File: src/rtl/crf_axil_cfg_master.sv
// crf_axil_cfg_master: AXI4-Lite master that turns one valid/ready register command into one AXI-Lite transaction and returns the result on a valid/ready response port (cmd_* in, rsp_* out, m_axi_* to the slave, timeout yields resp 2'b11)
module crf_axil_cfg_master #(
  parameter int AXI_ADDR_WIDTH = 32,
  parameter int AXI_DATA_WIDTH = 32,
  parameter int TIMEOUT_CYCLES = 1024
) (
  input  logic                        clk,
  input  logic                        rst,
  input  logic                        cmd_valid,
  output logic                        cmd_ready,
  input  logic                        cmd_wr,
  input  logic [AXI_ADDR_WIDTH-1:0]   cmd_addr,
  input  logic [AXI_DATA_WIDTH-1:0]   cmd_wdata,
  input  logic [AXI_DATA_WIDTH/8-1:0] cmd_wstrb,
  output logic                        rsp_valid,
  input  logic                        rsp_ready,
  output logic                        rsp_wr,
  output logic [AXI_DATA_WIDTH-1:0]   rsp_rdata,
  output logic [1:0]                  rsp_resp,
  output logic                        m_axi_awvalid,
  input  logic                        m_axi_awready,
  output logic [AXI_ADDR_WIDTH-1:0]   m_axi_awaddr,
  output logic [2:0]                  m_axi_awprot,
  output logic                        m_axi_wvalid,
  input  logic                        m_axi_wready,
  output logic [AXI_DATA_WIDTH-1:0]   m_axi_wdata,
  output logic [AXI_DATA_WIDTH/8-1:0] m_axi_wstrb,
  input  logic                        m_axi_bvalid,
  output logic                        m_axi_bready,
  input  logic [1:0]                  m_axi_bresp,
  output logic                        m_axi_arvalid,
  input  logic                        m_axi_arready,
  output logic [AXI_ADDR_WIDTH-1:0]   m_axi_araddr,
  output logic [2:0]                  m_axi_arprot,
  input  logic                        m_axi_rvalid,
  output logic                        m_axi_rready,
  input  logic [AXI_DATA_WIDTH-1:0]   m_axi_rdata,
  input  logic [1:0]                  m_axi_rresp
);
  localparam int TW = TIMEOUT_CYCLES > 1 ? $clog2(TIMEOUT_CYCLES) : 1;
  typedef enum logic [2:0] {IDLE, WR_AW_W, WR_B, RD_AR, RD_R, RSP} state_t;
  state_t state;
  logic [TW-1:0] cnt;
  logic wait_st, adv, tmo, aw_w_done;
  assign m_axi_awprot = 3'b000;
  assign m_axi_arprot = 3'b000;
  assign aw_w_done = (!m_axi_awvalid || m_axi_awready) && (!m_axi_wvalid || m_axi_wready);
  assign wait_st = state inside {WR_AW_W, WR_B, RD_AR, RD_R};
  assign tmo = TIMEOUT_CYCLES != 0 && cnt == TW'(TIMEOUT_CYCLES - 1);
  always_comb begin
    adv = state == WR_AW_W ? aw_w_done :
          state == WR_B    ? m_axi_bvalid :
          state == RD_AR   ? m_axi_arready :
          state == RD_R    ? m_axi_rvalid : 1'b0;
  end
  always_ff @(posedge clk) begin
    if (rst) begin
      state <= IDLE;
      cnt <= '0;
      cmd_ready <= 1'b1;
      rsp_valid <= 1'b0;
      rsp_wr <= 1'b0;
      rsp_rdata <= '0;
      rsp_resp <= 2'b00;
      m_axi_awvalid <= 1'b0;
      m_axi_wvalid <= 1'b0;
      m_axi_bready <= 1'b0;
      m_axi_arvalid <= 1'b0;
      m_axi_rready <= 1'b0;
      m_axi_awaddr <= '0;
      m_axi_araddr <= '0;
      m_axi_wdata <= '0;
      m_axi_wstrb <= '0;
    end else begin
      case (state)
        IDLE: if (cmd_valid) begin
          cmd_ready <= 1'b0;
          rsp_wr <= cmd_wr;
          rsp_rdata <= '0;
          rsp_resp <= 2'b00;
          m_axi_awaddr <= cmd_addr;
          m_axi_araddr <= cmd_addr;
          m_axi_wdata <= cmd_wdata;
          m_axi_wstrb <= cmd_wstrb;
          m_axi_awvalid <= cmd_wr;
          m_axi_wvalid <= cmd_wr;
          m_axi_arvalid <= !cmd_wr;
          cnt <= '0;
          state <= cmd_wr ? WR_AW_W : RD_AR;
        end
        WR_AW_W: begin
          if (m_axi_awready) m_axi_awvalid <= 1'b0;
          if (m_axi_wready) m_axi_wvalid <= 1'b0;
          if (aw_w_done) begin
            m_axi_bready <= 1'b1;
            cnt <= '0;
            state <= WR_B;
          end
        end
        WR_B: if (m_axi_bvalid) begin
          m_axi_bready <= 1'b0;
          rsp_resp <= m_axi_bresp;
          rsp_valid <= 1'b1;
          state <= RSP;
        end
        RD_AR: if (m_axi_arready) begin
          m_axi_arvalid <= 1'b0;
          m_axi_rready <= 1'b1;
          cnt <= '0;
          state <= RD_R;
        end
        RD_R: if (m_axi_rvalid) begin
          m_axi_rready <= 1'b0;
          rsp_rdata <= m_axi_rdata;
          rsp_resp <= m_axi_rresp;
          rsp_valid <= 1'b1;
          state <= RSP;
        end
        RSP: if (rsp_ready) begin
          rsp_valid <= 1'b0;
          cmd_ready <= 1'b1;
          state <= IDLE;
        end
        default: state <= IDLE;
      endcase
      // a handshake in the same cycle wins, so the timeout only acts on stalled cycles
      if (wait_st && !adv) begin
        if (tmo) begin
          m_axi_awvalid <= 1'b0;
          m_axi_wvalid <= 1'b0;
          m_axi_bready <= 1'b0;
          m_axi_arvalid <= 1'b0;
          m_axi_rready <= 1'b0;
          rsp_rdata <= '0;
          rsp_resp <= 2'b11;
          rsp_valid <= 1'b1;
          state <= RSP;
        end else begin
          cnt <= cnt + 1'b1;
        end
      end
    end
  end
endmodule

File: config.mk
export PLATFORM = sky130hd
export DESIGN_NAME = crf_axil_cfg_master
export DESIGN_NICKNAME = d
export VERILOG_FILES = /design/src/rtl/crf_axil_cfg_master.sv
export SDC_FILE = /design/constraint.sdc
export NUM_CORES = 1
export LEC_CHECK = 0
export ABC_AREA = 0
export CAP_MARGIN = 0
export CORE_UTILIZATION = 42
export DETAILED_ROUTE_END_ITERATION = 8
export PLACE_DENSITY_LB_ADDON = 0.15
export SLEW_MARGIN = 20
export SYNTH_ARGS = -nofsm -noshare
export SYNTH_HDL_FRONTEND = slang
export SYNTH_SLANG_ARGS = --single-unit
File: constraint.sdc
create_clock -name clk -period 4.6 [get_ports clk]
set_clock_uncertainty 0.2 [all_clocks]
set_input_delay 0.46 -clock clk [delete_from_list [all_inputs] [get_ports clk]]
set_output_delay 0.46 -clock clk [all_outputs]
set_load 0.005 [all_outputs]
==> results of run 1 <==
==> cell usage after synthesis (2+ instances only) <==
cell type | instances | area (µm²)
a22oi_1 | 34 | 255
inv_1 | 4 | 15.0
xor2_1 | 2 | 17.5
a21oi_1 | 81 | 405
dfxtp_1 | 123 | 2460
nor3_1 | 4 | 20.0
a221o_1 | 3 | 30.0
nand2_1 | 144 | 541
o21a_1 | 2 | 15.0
o2bb2ai_1 | 3 | 26.3
buf_2 | 8 | 40.0
a211o_1 | 2 | 17.5
o31ai_1 | 4 | 30.0
nand2b_1 | 6 | 37.5
and3_1 | 4 | 25.0
nor4_4 | 2 | 42.5
a31oi_1 | 4 | 25.0
o21ai_0 | 8 | 40.0
nor2b_1 | 9 | 56.3
nand3_1 | 11 | 55.1
buf_6 | 2 | 22.5
clkbuf_1 | 22 | 82.6
or3_1 | 2 | 12.5
nor2_1 | 44 | 165
buf_4 | 39 | 293
a21o_1 | 2 | 15.0
buf_1 | 4 | 15.0
nand4_1 | 3 | 18.8
==> state kept, by name, summed over array words and instances (netlist names) <==
signal and cells:
m_axi_bready 1, m_axi_wvalid 1, rsp_resp 2, m_axi_araddr 32, cnt 10, m_axi_awvalid 1
rsp_wr 1, rsp_valid 1, rsp_rdata 32, cmd_ready 1, m_axi_wdata 32, m_axi_rready 1
state 3, m_axi_wstrb 4, m_axi_arvalid 1
==> critical path: stages, from the launching register on <==
cell	delay (ns)
dfxtp_1	0.70
nor2_1	0.22
and2_2	0.31
nor4_4	0.30
nor2b_1	0.54
a221o_1	0.24
==> through the flow <==
step	power, W	worst slack (ns)
6_report	0.00324	2.02
5_1_grt	0.00340	1.84
4_1_cts	0.00327	2.03
3_5_place_dp	0.00197	1.76
3_3_place_gp	0.00195	1.86
2_1_floorplan	0.00161	2.65
==> power groups by stage <==
stage,clock network (W),registers (W),logic [W]
floorplan,0,0.00125,0.000361
global placement,0,0.00125,0.000699
detailed placement,0,0.00126,0.000714
CTS,0.00131,0.00124,0.000719
global route,0.00136,0.00125,0.000779
finish,0.00129,0.00124,0.000707
==> cells by family after synthesis <==
group | Yosys count | synth area share
AO/OA/AOI/OAI | 152 | 0.191
XOR/XNOR | 2 | 0.00356
adder cells (fa/ha/maj) | 1 | 0.00254
buffers and inverters | 79 | 0.0950
flip-flops | 123 | 0.500
multiplexers | 1 | 0.00203
other | 1 | 0.000761
AND/OR/NAND/NOR | 234 | 0.205
==> how the worst min path moves through the flow <==
| stage | start | end | slack (ns) | cells after the start |
|---|---|---|---|---|
| 2_1_floorplan | m_axi_wdata[0]$_SDFFE_PP0P_ | m_axi_wdata[0]$_SDFFE_PP0P_ | 0.25 | 2 |
| 3_3_place_gp | m_axi_wstrb[3]$_SDFFE_PP0P_ | m_axi_wstrb[3]$_SDFFE_PP0P_ | 0.24 | 2 |
| 3_5_place_dp | m_axi_wdata[27]$_SDFFE_PP0P_ | m_axi_wdata[27]$_SDFFE_PP0P_ | 0.25 | 2 |
| 4_1_cts | m_axi_wdata[27]$_SDFFE_PP0P_ | m_axi_wdata[27]$_SDFFE_PP0P_ | 0.25 | 2 |
| 5_1_grt | m_axi_wdata[27]$_SDFFE_PP0P_ | m_axi_wdata[27]$_SDFFE_PP0P_ | 0.27 | 2 |
| 6_report | m_axi_wdata[5]$_SDFFE_PP0P_ | m_axi_wdata[5]$_SDFFE_PP0P_ | 0.26 | 2 |
==> cell type report <==
type,instances,area share
repair buffers,261,0.330
well taps,143,0.0228
multi-input cells,396,0.258
flip-flops and latches,123,0.314
clock buffers,22,0.0617
inverters,4,0.00191
clock inverters,8,0.0118
==> cells in the final DEF, fill, tap and decap left out, types with 2 or more instances in the layout <==
| master | instances |
|---|---|
| a211o_1 | 2 |
| a21o_1 | 2 |
| a21oi_1 | 81 |
| a221o_1 | 3 |
| a22oi_1 | 34 |
| a31oi_1 | 4 |
| and3_1 | 4 |
| buf_4 | 6 |
| bufinv_16 | 2 |
| clkbuf_16 | 17 |
| clkbuf_8 | 4 |
| clkdlybuf4s50_1 | 254 |
| clkinv_2 | 5 |
| conb_1 | 6 |
| dfxtp_1 | 123 |
| inv_1 | 4 |
| nand2_1 | 143 |
| nand2b_1 | 6 |
| nand3_1 | 11 |
| nand4_1 | 3 |
| nor2_1 | 44 |
| nor2b_1 | 9 |
| nor3_1 | 4 |
| nor4_4 | 2 |
| o21a_1 | 2 |
| o21ai_0 | 8 |
| o2bb2ai_1 | 3 |
| o31ai_1 | 4 |
| or3_1 | 2 |
| xor2_1 | 2 |
==> per-layer routing <==
metal | up-vias | track usage | wire length, µm
li1 | 2388 | - | -
met1 | 2231 | 0.269 | 5680
met2 | 195 | 0.401 | 7370
met3 | 29 | 0.0841 | 1240
met4 | 0 | 0.117 | 440
met5 | - | 0 | 0
==> metrics, run 1 <==
status=finished, final reports clean; sequential power share=0.383; Switching Fraction=0.262; Util after Layout=0.688; area of the multi-input gates=between 2000 and 2500 µm²; layout cell share with drive strength beyond 1=0.0565; largest net degree at the start of global routing=71; crit end category=flip-flop; vias in the first global route=about 4500; Hold WC Path Type=flip-flop to flip-flop; H-tree Lvls=4; vias per inst=5.06; crit path time final=between 2 and 3 ns; unrepaired setup endpoints after global routing=false; dpl cells=927; leak pwr=2.87 nW; Starting Density=0.431; total track usage=0.239; CTS tree=yes; Post-synth EDFFs=0; DRC Markers=0; Yosys reg bits=123; Worst setup SP type=flip-flop; fin area=7850 µm²; fmax=roughly 390 MHz; hold slack=0.256 ns; max-cap viol count=0; Total Wirelength=~15 mm; Distinct cells, synth=45; I/O Buffers=approximately 260; sw power=0.000846 W; FF-to-FF End=cnt[8]$_SDFF_PP0_; Post-DP HPWL=10.5 mm; # setup viols final=0; first-pass GRT wire length=22.1 mm; Die H=between 100 and 150 µm; # hold bufs at CTS=0; Slew HR=0.528; power share of the combinational group=0.219; Slew @ Worst Pin=0.708 ns; # diodes=0; Setup Buffers After CTS=0; ys async rst share=0; internal power=0.00239 W; Worst VDD drop=0.000259 V; Layout area overhead=59.5%; initial DRC count=between 200 and 250; die footprint=12200 µm²; Num CTS Buffers=17; CP Launch Point=state[1]$_SDFF_PP0_; Post-DP Area=7280 µm²; root buffer cell=clkbuf_16; clk sink count=roughly 120; WS Path Type=flip-flop to flip-flop; r2r startpoint=state[1]$_SDFF_PP0_; Rows=39; WL/cell=15.4 µm; Pins Over Slew Limit=0; Hold Violations, Final=0; Reg2Reg Setup Slack=2.02 ns; Worst Setup EP=cnt[8]$_SDFF_PP0_; TNS Setup=0 ns; Die W=110 µm; # IOs=262; synth warn=0; dominant synthesized flop cell=dfxtp_1; non-filler cells, final=about 960; synthesized area per cell=about 8.3 µm²; CTS clk-pin slew, worst paths=0.05 ns; flip-flop and latch area=2460 µm²; via count=4843; GPL Wtd Cong=0.806; CTS max path bufs=2; clock network fraction of total power=0.398; Crit Path Max Fanout=16; DRT antenna net count=0; fin crit share=0.561; worst skew pair latency=0.41 ns; Worst Reg2Reg Path Length in Cells=5; post-CTS sizing=0; GRT overflow=0; Core ar.=about 11000 µm²; Worst Path Arrival=2.73 ns; initial antenna violation count=0; synthesized area=4920 µm²; Nets=918; Synth Instances=593; drt pass-1 iters=4; critical path required time=4.74 ns; Power Dens Cells=412 nW/µm²; register area share after synthesis=0.500; fillcell total=~940
Power figures use the tool's default switching activity.
==> run 2, diff against run 1 <==
--- a/config.mk
+++ b/config.mk
@@ -7,7 +7,7 @@
 export LEC_CHECK = 0
 export ABC_AREA = 0
 export CAP_MARGIN = 0
-export CORE_UTILIZATION = 42
+export CORE_UTILIZATION = 39
 export DETAILED_ROUTE_END_ITERATION = 8
 export PLACE_DENSITY_LB_ADDON = 0.15
 export SLEW_MARGIN = 20
==> constraint.sdc (replaced) <==
create_clock -name clk -period 2.6 [get_ports clk]
set_clock_uncertainty 0.2 [all_clocks]
set_input_delay 0.26 -clock clk [delete_from_list [all_inputs] [get_ports clk]]
set_output_delay 0.26 -clock clk [all_outputs]
set_load 0.005 [all_outputs]
==> metrics, run 2 (synthesized netlist as in run 1, its figures left out) <==
status=finished, final reports clean; Rows=40; fmax=443 MHz; leak pwr=between 2 and 3 nW; clk sink count=~120; Hold Path Stages=3; WL/cell=14.5 µm; CTS tree=yes; H-tree Lvls=4; DRT antenna net count=0; initial DRC count=252; Worst Path Arrival=between 2 and 2.5 ns; Power Dens Cells=~730 nW/µm²; Largest regs=m_axi_araddr: 32 flops, m_axi_wdata: 32 flops, rsp_rdata: 32 flops; fin area=8000 µm²; Post-DP Area=between 7000 and 8000 µm²; Worst setup SP type=flip-flop; Total Wirelength=14.4 mm; Worst VDD drop=0.000332 V; drt pass-1 iters=4; root buffer cell=clkbuf_16; vias in the first global route=about 4700; # setup viols final=0; DRC Markers=0; commonest non-fill, non-tap cell in the layout=clkdlybuf4s50_1; CTS clk-pin slew, worst paths=0.06 ns; post-CTS sizing=0; critical path required time=2.67 ns; r2r startpoint=state[0]$_SDFF_PP0_; worst skew pair latency=0.41 ns; Nets=928; unrepaired setup endpoints after global routing=false; I/O Buffers=255; Layout area overhead=62.5%; initial antenna violation count=0; Crit Path Max Fanout=38; Starting Density=0.405; vias per inst=4.91; Pins Over Slew Limit=0; # diodes=0; GRT overflow=0; first-pass GRT wire length=22.8 mm; Die W=114 µm; Setup Buffers After CTS=0; # IOs=262; FF-to-FF End=rsp_rdata[24]$_SDFF_PP0_; layout cell share with drive strength beyond 1=0.0679; Post-DP HPWL=between 10 and 15 mm; Hold Violations, Final=0; Num CTS Buffers=17; crit end category=flip-flop; fin crit share=0.869; commonest non-fill, non-tap cells in the layout=clkdlybuf4s50_1 (254), nand2_1 (143), dfxtp_1 (123); Reg2Reg Setup Slack=0.34 ns; Worst Reg2Reg Path Length in Cells=7; die footprint=13100 µm²; WS Path Type=flip-flop to flip-flop; Die H=114 µm; TNS Setup=0 ns; crit path time final=between 2 and 2.5 ns; Hold Path End=m_axi_araddr[1]$_SDFFE_PP0P_; Hold Crit Start=cmd_addr[1]; largest net degree at the start of global routing=71; via count=4879; CTS max path bufs=2; max-cap viol count=0; GPL Wtd Cong=between 0.8 and 0.9; Core ar.=approximately 12000 µm²; total track usage=0.221; Hold WC Path Type=primary input to flip-flop; # hold bufs at CTS=1
==> run 2: area by class of cell <==
type	count	area, µm²
inverter	4	15.0
clock buffer	19	443
multi-input combinational	396	2030
timing repair buffer	271	2700
fill	1037	4160
clock inverter	12	149
tap	168	210
sequential	123	2460
==> run 2: worst max path at each step <==
stage,startpoint,to,depth (start not counted)
global placement,m_axi_wready,cnt[6]$_SDFF_PP0_,7
floorplan,state[2]$_SDFF_PP0_,cnt[6]$_SDFF_PP0_,6
finish,state[0]$_SDFF_PP0_,rsp_rdata[24]$_SDFF_PP0_,7
CTS,state[0]$_SDFF_PP0_,rsp_rdata[0]$_SDFF_PP0_,7
global route,cnt[0]$_SDFF_PP0_,rsp_rdata[1]$_SDFF_PP0_,6
detailed placement,cmd_valid,rsp_rdata[28]$_SDFF_PP0_,8
==> run 2: critical path, stage by stage, from the launching register on <==
cell and delay [ns]:
dfxtp_1 0.32, buf_4 0.18, nand2b_1 0.18, o32a_1 0.36, a21o_1 0.25, o21ai_2 0.14, buf_4 0.37, nor2_1 0.10
==> run 2: per-stage QoR <==
stage / util / hold slack [ns] / setup slack [ns] / total power, W / instances
6_report: 0.658 / 0.207 / 0.341 / 0.00584 / 993
5_1_grt: 0.658 / 0.189 / 0.247 / 0.00613 / 993
4_1_cts: 0.658 / 0.187 / 0.357 / 0.00591 / 993
3_5_place_dp: 0.608 / 0.251 / 0.219 / 0.00355 / 961
3_3_place_gp: 0.608 / 0.242 / 0.280 / 0.00351 / 961
2_1_floorplan: - / 0.196 / 0.646 / 0.00284 / 598
==> run 2: metal layers <==
layer / wire (µm) / global-route usage / share of wire / vias up
met1: 5910 / 0.247 / 0.41 / 2254
li1: - / - / - / 2411
met2: 7090 / 0.378 / 0.49 / 195
met3: 1150 / 0.0836 / 0.079 / 19
met4: 269 / 0.0874 / 0.019 / 0
met5: 0 / 0 / 0 / -
==> run 2: power by group <==
group | internal (W) | leakage [nW] | switching, W
sequential | 0.00205 | 1.00 | 0.000108
clock | 0.00152 | 0.281 | 0.000820
combinational | 0.000725 | 1.64 | 0.000611
total | 0.00430 | 2.93 | 0.00154
